### src/rtl/regfile_arbiter.sv
// Round-robin two-client access controller for a shared register file.
// One request is served every three cycles: IDLE grant, ACCESS, ACK.

module regfile_arbiter #(
    parameter int DATA_WIDTH = 8,
    parameter int ADDR_WIDTH = 2
) (
    input  logic                  clk,
    input  logic                  reset,
    input  logic                  req_a,
    input  logic                  wr_a,
    input  logic [ADDR_WIDTH-1:0] addr_a,
    input  logic [DATA_WIDTH-1:0] wdata_a,
    input  logic                  req_b,
    input  logic                  wr_b,
    input  logic [ADDR_WIDTH-1:0] addr_b,
    input  logic [DATA_WIDTH-1:0] wdata_b,
    output logic                  ack_a,
    output logic                  ack_b,
    output logic [DATA_WIDTH-1:0] rdata,
    output logic                  busy,
    output logic                  rf_w_en,
    output logic [ADDR_WIDTH-1:0] rf_w_addr,
    output logic [ADDR_WIDTH-1:0] rf_r_addr,
    output logic [DATA_WIDTH-1:0] rf_w_data,
    input  logic [DATA_WIDTH-1:0] rf_r_data
);

    typedef enum logic [1:0] {
        IDLE   = 2'd0,
        ACCESS = 2'd1,
        ACK    = 2'd2
    } state_t;

    state_t                state_r, state_s;
    logic                  prio_r, prio_s;
    logic                  win_b_r, win_b_s;
    logic                  wr_r, wr_s;
    logic [ADDR_WIDTH-1:0] addr_r, addr_s;
    logic [DATA_WIDTH-1:0] wdata_r, wdata_s;
    logic [DATA_WIDTH-1:0] rdata_r, rdata_s;
    logic                  w_en_r, w_en_s;
    logic                  ack_a_r, ack_a_s;
    logic                  ack_b_r, ack_b_s;
    logic                  busy_r, busy_s;
    logic                  pick_b_s;

    // Next-state, grant selection and next values of every registered output.
    always_comb begin
        state_s  = state_r;
        prio_s   = prio_r;
        win_b_s  = win_b_r;
        wr_s     = wr_r;
        addr_s   = addr_r;
        wdata_s  = wdata_r;
        rdata_s  = rdata_r;
        w_en_s   = 1'b0;
        ack_a_s  = 1'b0;
        ack_b_s  = 1'b0;
        busy_s   = busy_r;
        pick_b_s = req_b && (!req_a || prio_r);
        case (state_r)
            IDLE: begin
                if (req_a || req_b) begin
                    win_b_s = pick_b_s;
                    prio_s  = !pick_b_s;  // point at the loser of this grant
                    wr_s    = pick_b_s ? wr_b : wr_a;
                    addr_s  = pick_b_s ? addr_b : addr_a;
                    if (wr_s) begin
                        wdata_s = pick_b_s ? wdata_b : wdata_a;
                    end else begin
                        wdata_s = wdata_r;
                    end
                    w_en_s  = wr_s;
                    busy_s  = 1'b1;
                    state_s = ACCESS;
                end else begin
                    busy_s  = 1'b0;
                    state_s = IDLE;
                end
            end
            ACCESS: begin
                if (!wr_r) begin
                    rdata_s = rf_r_data;
                end else begin
                    rdata_s = rdata_r;
                end
                ack_a_s = !win_b_r;
                ack_b_s = win_b_r;
                busy_s  = 1'b1;
                state_s = ACK;
            end
            ACK: begin
                busy_s  = 1'b0;
                state_s = IDLE;
            end
            default: begin
                busy_s  = 1'b0;
                state_s = IDLE;
            end
        endcase
    end

    // State and output registers; reset aborts any access in flight.
    always_ff @(posedge clk or posedge reset) begin
        if (reset) begin
            state_r <= IDLE;
            prio_r  <= 1'b0;
            win_b_r <= 1'b0;
            wr_r    <= 1'b0;
            addr_r  <= {ADDR_WIDTH{1'b0}};
            wdata_r <= {DATA_WIDTH{1'b0}};
            rdata_r <= {DATA_WIDTH{1'b0}};
            w_en_r  <= 1'b0;
            ack_a_r <= 1'b0;
            ack_b_r <= 1'b0;
            busy_r  <= 1'b0;
        end else begin
            state_r <= state_s;
            prio_r  <= prio_s;
            win_b_r <= win_b_s;
            wr_r    <= wr_s;
            addr_r  <= addr_s;
            wdata_r <= wdata_s;
            rdata_r <= rdata_s;
            w_en_r  <= w_en_s;
            ack_a_r <= ack_a_s;
            ack_b_r <= ack_b_s;
            busy_r  <= busy_s;
        end
    end

    assign ack_a     = ack_a_r;
    assign ack_b     = ack_b_r;
    assign rdata     = rdata_r;
    assign busy      = busy_r;
    assign rf_w_en   = w_en_r;
    assign rf_w_addr = addr_r;
    assign rf_r_addr = addr_r;
    assign rf_w_data = wdata_r;

    regfile_arbiter_checker u_checker (
        .clk     (clk),
        .reset   (reset),
        .ack_a   (ack_a_r),
        .ack_b   (ack_b_r),
        .busy    (busy_r),
        .rf_w_en (w_en_r)
    );

endmodule

// Protocol properties of the arbiter outputs.
module regfile_arbiter_checker (
    input logic clk,
    input logic reset,
    input logic ack_a,
    input logic ack_b,
    input logic busy,
    input logic rf_w_en
);

    a_ack_exclusive: assert property (@(posedge clk) disable iff (reset) !(ack_a && ack_b));
    a_wen_busy:      assert property (@(posedge clk) disable iff (reset) rf_w_en |-> busy);

endmodule

### config.mk
export PLATFORM = sky130hd
export DESIGN_NAME = regfile_arbiter
export DESIGN_NICKNAME = d
export VERILOG_FILES = /design/src/rtl/regfile_arbiter.sv
export SDC_FILE = /design/constraint.sdc
export NUM_CORES = 1
export LEC_CHECK = 0
export CORE_ASPECT_RATIO = 0.8
export CORE_MARGIN = 1.5
export CORE_UTILIZATION = 45
export CTS_BUF_LIST = sky130_fd_sc_hd__clkbuf_8
export DETAILED_ROUTE_END_ITERATION = 12
export GPL_TIMING_DRIVEN = 0
export PLACE_DENSITY = 0.88
export SLEW_MARGIN = 20
export SYNTH_ARGS = -nofsm -noshare
export SYNTH_HDL_FRONTEND = slang
export SYNTH_SLANG_ARGS = --single-unit
### constraint.sdc
create_clock -name clk -period 3.8 [get_ports clk]
set_input_delay 0.95 -clock clk [delete_from_list [all_inputs] [get_ports clk]]
set_output_delay 0.95 -clock clk [all_outputs]
set_load 0.01 [all_outputs]
==> results.txt, run 1 <==
----------------------------------------------------
[Setup path]
  Worst Path Class, Setup ... in -> reg
  Slowest-stage cell, CP ... sky130_fd_sc_hd__clkdlybuf4s50_1
  Largest stage delay on the critical path ... 0.54 ns
  Startpoint types ... primary input
  Critical Path AT ... 2.58 ns
  Cell seen most often among critical-path stages ... sky130_fd_sc_hd__mux2_4
  List of cells traversed by the critical path ... clkdlybuf4s50_1, inv_2, o21ai_2, buf_6, mux2_4, mux2_4
  Register-to-Register Setup Slack ... 2.21 ns
  Req. time, crit path ... 3.95 ns
  Maximum fanout along the worst path ... 10
  Endpoint class of the critical path ... flip-flop

[Run status]
  Run status ... finished, final reports clean

[Synthesis]
  Most frequent cell after synthesis ... sky130_fd_sc_hd__dfrtp_1
  Number of enable-type register cells in the synthesized netlist ... 0
  Netlist Area Pre-Place ... 1200 sq um
  Synthesized instance count ... 79
  Share of the yosys chip area belonging to registers ... 56.3%
  Top-area cell type share of the netlist area ... 56.3%
  Synthesized flop and latch total ... 27
  Mean post-synth cell area ... 15.2 sq um
  Asr flop ratio synth ... 100%
  Yosys warns ... 0
  Synth top area cells ... sky130_fd_sc_hd__dfrtp_1 (56%), sky130_fd_sc_hd__mux2_4 (19%), sky130_fd_sc_hd__mux2_2 (5.6%)
  Cell accounting for the most synthesized area ... sky130_fd_sc_hd__dfrtp_1
  Most frequently used flop master after synthesis ... sky130_fd_sc_hd__dfrtp_1
  Count of unique library cells instantiated by Yosys ... 19
  Cell types with the highest counts after synthesis ... sky130_fd_sc_hd__dfrtp_1 (27), sky130_fd_sc_hd__mux2_4 (15), sky130_fd_sc_hd__mux2_2 (6)
  Total nets after synthesis ... 113

[STA]
  Setup repair after global routing missed its margin ... no
  Highest attainable clock frequency ... 412 MHz
  Hold violation total from the final report ... 0
  Final worst-path cycle share ... 63.8%
  Final count of negative-setup-slack endpoints ... 0
  Final Hold Slack ... 0.458 ns
  Tightest Pin Transition ... 0.929 ns
  Final Worst Setup Slack ... 1.38 ns
  Setup TNS ... 0 ns
  Maximum clock skew at final layout ... 0.00875 ns
  Final period demand of the worst path ... 2.42 ns
  Worst rel slew slack ... 37.7%
  Number of pins with negative max-slew slack in the final report ... 0

[Power and ir drop]
  P_leak ... 0.827 nW
  Total power per unit cell area ... 733 nW/um^2
  Final Total Pwr ... 0.00137 W
  VDD IR max ... 0.423 mV

[Floorplan]
  Overall die width ... 60.7 um
  Boundary pin count ... 58
  Die area ... 2990 sq um
  Core outline area ... 2480 sq um
  Floorplan row count ... 16
  Die span in y ... 49.2 um
  Starting density of the core ... 48.3%

[CTS]
  CTS Hold Bufs ... 0
  Number of buffers inserted to repair setup after CTS ... 0
  TritonCTS sink count ... 27
  Total clock buffers created by CTS ... 3
  Root Buffer Master ... sky130_fd_sc_hd__clkbuf_8
  Clock edge transition at the registers on the reported setup and hold paths ... 0.09 ns
  Maximum level of the CTS H-tree ... 1
  Worst skew pair latency ... 0.27 ns
  Clock tree from TritonCTS ... done
  # resized after CTS ... 0
  CTS Buffer Depth ... 2

[Run]
  Max-cap violation count ... 0

[Global routing]
  First-pass GRT wire length ... 4060 um
  Total GRT Usage ... 18.2%
  Maximum number of pins on one net before global-route repair ... 28
  Number of antenna violations at the first check in global routing ... 0
  Total congestion overflow after global routing ... 0
  Number of global-route vias before repair ... 893

[Final layout]
  Layout Nets ... 175
  Total area of multi-input combinational cells ... 483 sq um
  Footprint of the flip-flops and latches ... 676 sq um
  Fraction of layout instances using a drive strength above 1 ... 25.7%
  Number of antenna repair diodes ... 0
  # fillers ... 185
  Area Overhead vs Synth ... 55.4%

[Worst hold path]
  Hold WC Path Type ... reg -> reg

[Drt]
  DR vias ... 831
  Post-detailed-route count of antenna-violating nets ... 0
  Avg WL per Cell ... 14.3 um
  Residual DRC count ... 0
  Initial DRC count ... 4
  Via density per instance ... 4.72
  Final routed wirelength across all metal layers ... 2510 um
  Router iterations before antenna repair ... 2

[Place]
  Post-DP HPWL ... 2010 um
  Worst Setup Slack post-DPL ... 1.09 ns
  GPL Wtd Cong ... 0.766
  Count of port buffers added during placement ... 57

----------------------------------------------------
## sequential cells by signal, indices dropped and copies added (netlist names)
| name | flops |
|---|---|
| rdata | 8 |
| rf_w_data | 8 |
| rf_r_addr | 2 |
| state_r | 2 |
| ack_a | 1 |
| ack_b | 1 |
| busy | 1 |
| prio_r | 1 |
| rf_w_en | 1 |
| win_b_r | 1 |
| wr_r | 1 |
## report_power, final
part	total, W	internal [W]	switching (W)
combinational	0.000694	0.000439	0.000254
clock	0.000161	0.0000743	0.0000870
sequential	0.000512	0.000429	0.0000837
total	0.00137	0.000942	0.000425
## per-layer routing
| layer | global-route usage, % | wire (um) | part of all wire, % |
|---|---|---|---|
| met1 | 20.8 | 953 | 38 |
| met2 | 34.4 | 1380 | 55 |
| met3 | 5.31 | 179 | 7.1 |
| met4 | 1.09 | 0 | 0 |
| met5 | 0 | 0 | 0 |
## layout by cell type, fill, tap and decap left out
| cell type | n |
|---|---|
| sky130_fd_sc_hd__mux2_1 | 3 |
| sky130_fd_sc_hd__o21ai_4 | 1 |
| sky130_fd_sc_hd__nand4_1 | 1 |
| sky130_fd_sc_hd__inv_1 | 1 |
| sky130_fd_sc_hd__nand2_1 | 3 |
| sky130_fd_sc_hd__nand2b_1 | 1 |
| sky130_fd_sc_hd__inv_2 | 2 |
| sky130_fd_sc_hd__mux2_4 | 15 |
| sky130_fd_sc_hd__clkinv_1 | 1 |
| sky130_fd_sc_hd__clkinvlp_4 | 1 |
| sky130_fd_sc_hd__clkdlybuf4s50_1 | 57 |
| sky130_fd_sc_hd__clkbuf_8 | 3 |
| sky130_fd_sc_hd__nor2_1 | 3 |
| sky130_fd_sc_hd__buf_6 | 1 |
| sky130_fd_sc_hd__buf_4 | 2 |
| sky130_fd_sc_hd__nor2_4 | 3 |
| sky130_fd_sc_hd__dfrtp_1 | 27 |
| sky130_fd_sc_hd__a21o_1 | 2 |
| sky130_fd_sc_hd__mux2_2 | 6 |
| sky130_fd_sc_hd__a221o_1 | 2 |
| sky130_fd_sc_hd__and3_1 | 2 |
| sky130_fd_sc_hd__and2_1 | 1 |
| sky130_fd_sc_hd__o21ai_2 | 2 |
## cells by family (layout without fill, tap and decap cells)
group / after synthesis / after routing / share of synthesized area [%]
flops: 27 / 27 / 56.3
buf+inv: 7 / 68 / 3.44
mux: 24 / 24 / 27.2
simple gates: 14 / 14 / 7.30
compound gates: 7 / 7 / 5.74
## stage by stage
stage / std cells / util (%) / cell area (sq um)
global placement: 172 / 73.1 / 1820
finish: 176 / 75.1 / 1860
floorplan: 79 / - / 1200
global route: 176 / 75.1 / 1860
detailed placement: 172 / 73.1 / 1820
CTS: 176 / 75.1 / 1860
## cell type report
class | instances | area share [%]
buffer | 3 | 1.41
tap | 36 | 2.42
timing repair buffer | 57 | 30.6
clock buffer | 3 | 2.21
sequential | 27 | 36.2
inverter | 4 | 0.805
multi-input combinational | 45 | 25.9
clock inverter | 1 | 0.403
## final timing paths
path | from | cells after the start | to
min reg2reg | win_b_r$_DFFE_PP0P_ | 1 | ack_a$_DFF_PP0_
min | win_b_r$_DFFE_PP0P_ | 1 | ack_a$_DFF_PP0_
max reg2reg | prio_r$_DFFE_PP0P_ | 4 | rf_w_data[0]$_DFFE_PP0P_
max in group asynchronous | reset | 2 | rf_w_data[3]$_DFFE_PP0P_
min in group asynchronous | reset | 2 | rdata[5]$_DFFE_PP0P_
max | req_a | 6 | rf_w_data[0]$_DFFE_PP0P_
## critical path, delay by kind of cell
| kind | cells | cell delay (ns) |
|---|---|---|
| buffers and inverters | 3 | 0.81 |
| multiplexers | 2 | 0.57 |
| AO/OA/AOI/OAI | 1 | 0.24 |
Power figures use the tool's default switching activity.
==> inputs of run 2 (changes only) <==
--- a/config.mk
+++ b/config.mk
@@ -7,11 +7,11 @@
 export LEC_CHECK = 0
 export CORE_ASPECT_RATIO = 0.8
 export CORE_MARGIN = 1.5
-export CORE_UTILIZATION = 45
+export CORE_UTILIZATION = 41
 export CTS_BUF_LIST = sky130_fd_sc_hd__clkbuf_8
 export DETAILED_ROUTE_END_ITERATION = 12
 export GPL_TIMING_DRIVEN = 0
-export PLACE_DENSITY = 0.88
+export PLACE_DENSITY = 0.81
 export SLEW_MARGIN = 20
 export SYNTH_ARGS = -nofsm -noshare
 export SYNTH_HDL_FRONTEND = slang
==> constraint.sdc (replaced) <==
create_clock -name clk -period 2.4 [get_ports clk]
set_input_delay 0.6 -clock clk [delete_from_list [all_inputs] [get_ports clk]]
set_output_delay 0.6 -clock clk [all_outputs]
set_load 0.01 [all_outputs]
==> run 2 against run 1 <==
Net effect: utilization fell by 7.7 points; critical path depth did not move; register-to-register slack got worse by 1.4 ns; combinational power rose by 57%; setup slack got worse by 1.1 ns; via count fell by 1.9%; critical path type unchanged; critical endpoint is now rf_w_data[2]$_DFFE_PP0P_; largest cell class unchanged.
==> results.txt, run 2 (synthesis results as in run 1) <==
----------------------------------------------------
[Floorplan]
  Core outline area ... 2770 sq um (+11%)
  Overall die width ... 63.5 um (+4.5%)
  Die area ... 3260 sq um (+9.2%)
  Die span in y ... 51.4 um (+4.5%)
  Boundary pin count ... 58 (unchanged)
  Floorplan row count ... 17 (+1)
  Starting density of the core ... 43.4% (-4.9 points)

[Drt]
  Initial DRC count ... 24 (+20)
  Final routed wirelength across all metal layers ... 2290 um (-8.9%)
  Residual DRC count ... 0 (unchanged)
  Via density per instance ... 4.58 (-3.0%)
  DR vias ... 815 (-1.9%)
  Post-detailed-route count of antenna-violating nets ... 0 (unchanged)
  Max Used Layer ... met4
  Detailed-routed wire length on met3 ... 146 um (-18%)
  Routed length on met1 ... 966 um (+1.4%)
  Router iterations before antenna repair ... 4 (+2)
  Avg WL per Cell ... 12.9 um (-9.9%)
  Amount of wire on met2 after detailed routing ... 1150 um (-17%)

[STA]
  Setup TNS ... 0 ns (unchanged)
  Final count of negative-setup-slack endpoints ... 0 (unchanged)
  Highest attainable clock frequency ... 482 MHz
  Setup repair after global routing missed its margin ... no
  Hold violation total from the final report ... 0 (unchanged)
  Final Worst Setup Slack ... 0.324 ns (-1.05 ns)
  Number of pins with negative max-slew slack in the final report ... 0 (unchanged)
  Maximum clock skew at final layout ... 0.00185 ns (-0.00690 ns)
  Final period demand of the worst path ... 2.08 ns
  Final worst-path cycle share ... 86.5%
  Final Hold Slack ... 0.452 ns (-0.00634 ns)
  Tightest Pin Transition ... 0.907 ns (-0.0218 ns)
  Worst rel slew slack ... 39.2% (+1.5 points)

[Power and ir drop]
  P_leak ... 0.830 nW (+0.46%)
  VDD IR max ... 0.551 mV (+30%)
  Total power per unit cell area ... 1150 nW/um^2 (+57%)
  Final Total Pwr ... 0.00215 W (+57%)

[Global routing]
  Total GRT Usage ... 16.0% (-2.3 points)
  Number of global-route vias before repair ... 857 (-4.0%)
  Total congestion overflow after global routing ... 0 (unchanged)
  Maximum number of pins on one net before global-route repair ... 28 (unchanged)
  First-pass GRT wire length ... 3920 um (-3.4%)
  Number of antenna violations at the first check in global routing ... 0 (unchanged)

[CTS]
  Maximum level of the CTS H-tree ... 1 (unchanged)
  Total clock buffers created by CTS ... 3 (unchanged)
  # resized after CTS ... 0 (unchanged)
  Root Buffer Master ... sky130_fd_sc_hd__clkbuf_8
  Clock edge transition at the registers on the reported setup and hold paths ... 0.08 ns (about the same)
  Number of buffers inserted to repair setup after CTS ... 0 (unchanged)
  Worst skew pair latency ... 0.26 ns (about the same)
  Clock tree from TritonCTS ... done
  CTS Hold Bufs ... 0 (unchanged)
  CTS Buffer Depth ... 2 (unchanged)
  TritonCTS sink count ... 27 (unchanged)

[Final layout]
  Footprint of the flip-flops and latches ... 676 sq um (unchanged)
  Fraction of the core area covered by cells at the end of the flow ... 67.4% (-7.7 points)
  Total area of multi-input combinational cells ... 483 sq um (unchanged)
  Fraction of layout instances using a drive strength above 1 ... 25.7% (unchanged)
  # fillers ... 216 (+17%)
  Area Overhead vs Synth ... 55.4% (unchanged)
  Number of antenna repair diodes ... 0 (unchanged)
  Most common cell after layout, fill and taps aside ... sky130_fd_sc_hd__clkdlybuf4s50_1
  Layout Nets ... 175 (unchanged)
  Highest-count cells in the layout ignoring fill and taps ... sky130_fd_sc_hd__clkdlybuf4s50_1 (57), sky130_fd_sc_hd__dfrtp_1 (27), sky130_fd_sc_hd__mux2_4 (15)

[Setup path]
  Startpoint types ... primary input
  List of cells traversed by the critical path ... clkdlybuf4s50_1, inv_2, o21ai_2, buf_6, mux2_4, mux2_4
  Req. time, crit path ... 2.56 ns (-1.39 ns)
  Reg2Reg Capture Point ... rf_w_data[2]$_DFFE_PP0P_
  Endpoint class of the critical path ... flip-flop
  Critical path launch point ... req_a
  Largest stage delay on the critical path ... 0.54 ns (about the same)
  Count of cells along the worst register-to-register path ... 4 (unchanged)
  Slowest-stage cell, CP ... sky130_fd_sc_hd__clkdlybuf4s50_1
  Critical register-to-register path startpoint ... prio_r$_DFFE_PP0P_
  Worst Path Class, Setup ... in -> reg
  Critical Path AT ... 2.23 ns (-0.35 ns)
  Maximum fanout along the worst path ... 10 (unchanged)
  Register-to-Register Setup Slack ... 0.81 ns (-1.40 ns)
  Cell seen most often among critical-path stages ... sky130_fd_sc_hd__mux2_4
  Capture point of the critical path ... rf_w_data[2]$_DFFE_PP0P_

[Place]
  Worst Setup Slack post-DPL ... 0.0261 ns (-1.06 ns)
  Count of port buffers added during placement ... 57 (unchanged)
  GPL Wtd Cong ... 0.684 (-11%)
  Post-DP HPWL ... 1820 um (-9.7%)

[Run status]
  Run status ... finished, final reports clean

[Worst hold path]
  Hold WC Path Type ... reg -> reg

[Run]
  Max-cap violation count ... 0 (unchanged)

----------------------------------------------------
[run 2: cell count changes in the layout (fill, tap and decap cells not counted), sizes merged]
cell / change
clkinvlp: -1
clkinv: +1
[run 2: critical path: cells and delay by family]
| family | cells | cell delay (ns) |
|---|---|---|
| AO/OA/AOI/OAI | 1 | 0.23 |
| buffers and inverters | 3 | 0.82 |
| multiplexers | 2 | 0.57 |
[run 2: worst min path at each step]
stage / start / to / depth (start not counted)
after floorplan: win_b_r$_DFFE_PP0P_ / ack_a$_DFF_PP0_ / 1
after detailed placement: win_b_r$_DFFE_PP0P_ / ack_a$_DFF_PP0_ / 1
after global routing: win_b_r$_DFFE_PP0P_ / ack_a$_DFF_PP0_ / 1
after global placement: win_b_r$_DFFE_PP0P_ / ack_a$_DFF_PP0_ / 1
after CTS: win_b_r$_DFFE_PP0P_ / ack_a$_DFF_PP0_ / 1
final: win_b_r$_DFFE_PP0P_ / ack_a$_DFF_PP0_ / 1
[run 2: final cells by class]
class | instances | area share, %
clock buffers | 3 | 2.21
well taps | 38 | 2.55
multi-input cells | 45 | 25.9
clock inverters | 1 | 0.268
inverters | 4 | 0.805
repair buffers | 57 | 30.6
plain buffers | 3 | 1.41
flip-flops and latches | 27 | 36.2
[run 2: report_power, final]
part	total [W]	internal [W]	switching, W
Sequential	0.000808	0.000679	0.000129
Clock	0.000244	0.000116	0.000128
Combinational	0.00109	0.000695	0.000400
[run 2: through the flow]
stage | instance area (sq um) | cells
floorplan | 1200 | 79
global placement | 1820 | 174
detailed placement | 1820 | 174
CTS | 1860 | 178
global route | 1860 | 178
finish | 1860 | 178
[run 2: layer usage]
| metal | global-route usage, % | vias up |
|---|---|---|
| met4 | 5.43 | 0 |
| met2 | 28.8 | 39 |
| met5 | 0 | - |
| met3 | 3.96 | 4 |
| met1 | 18.7 | 373 |
| li1 | - | 399 |
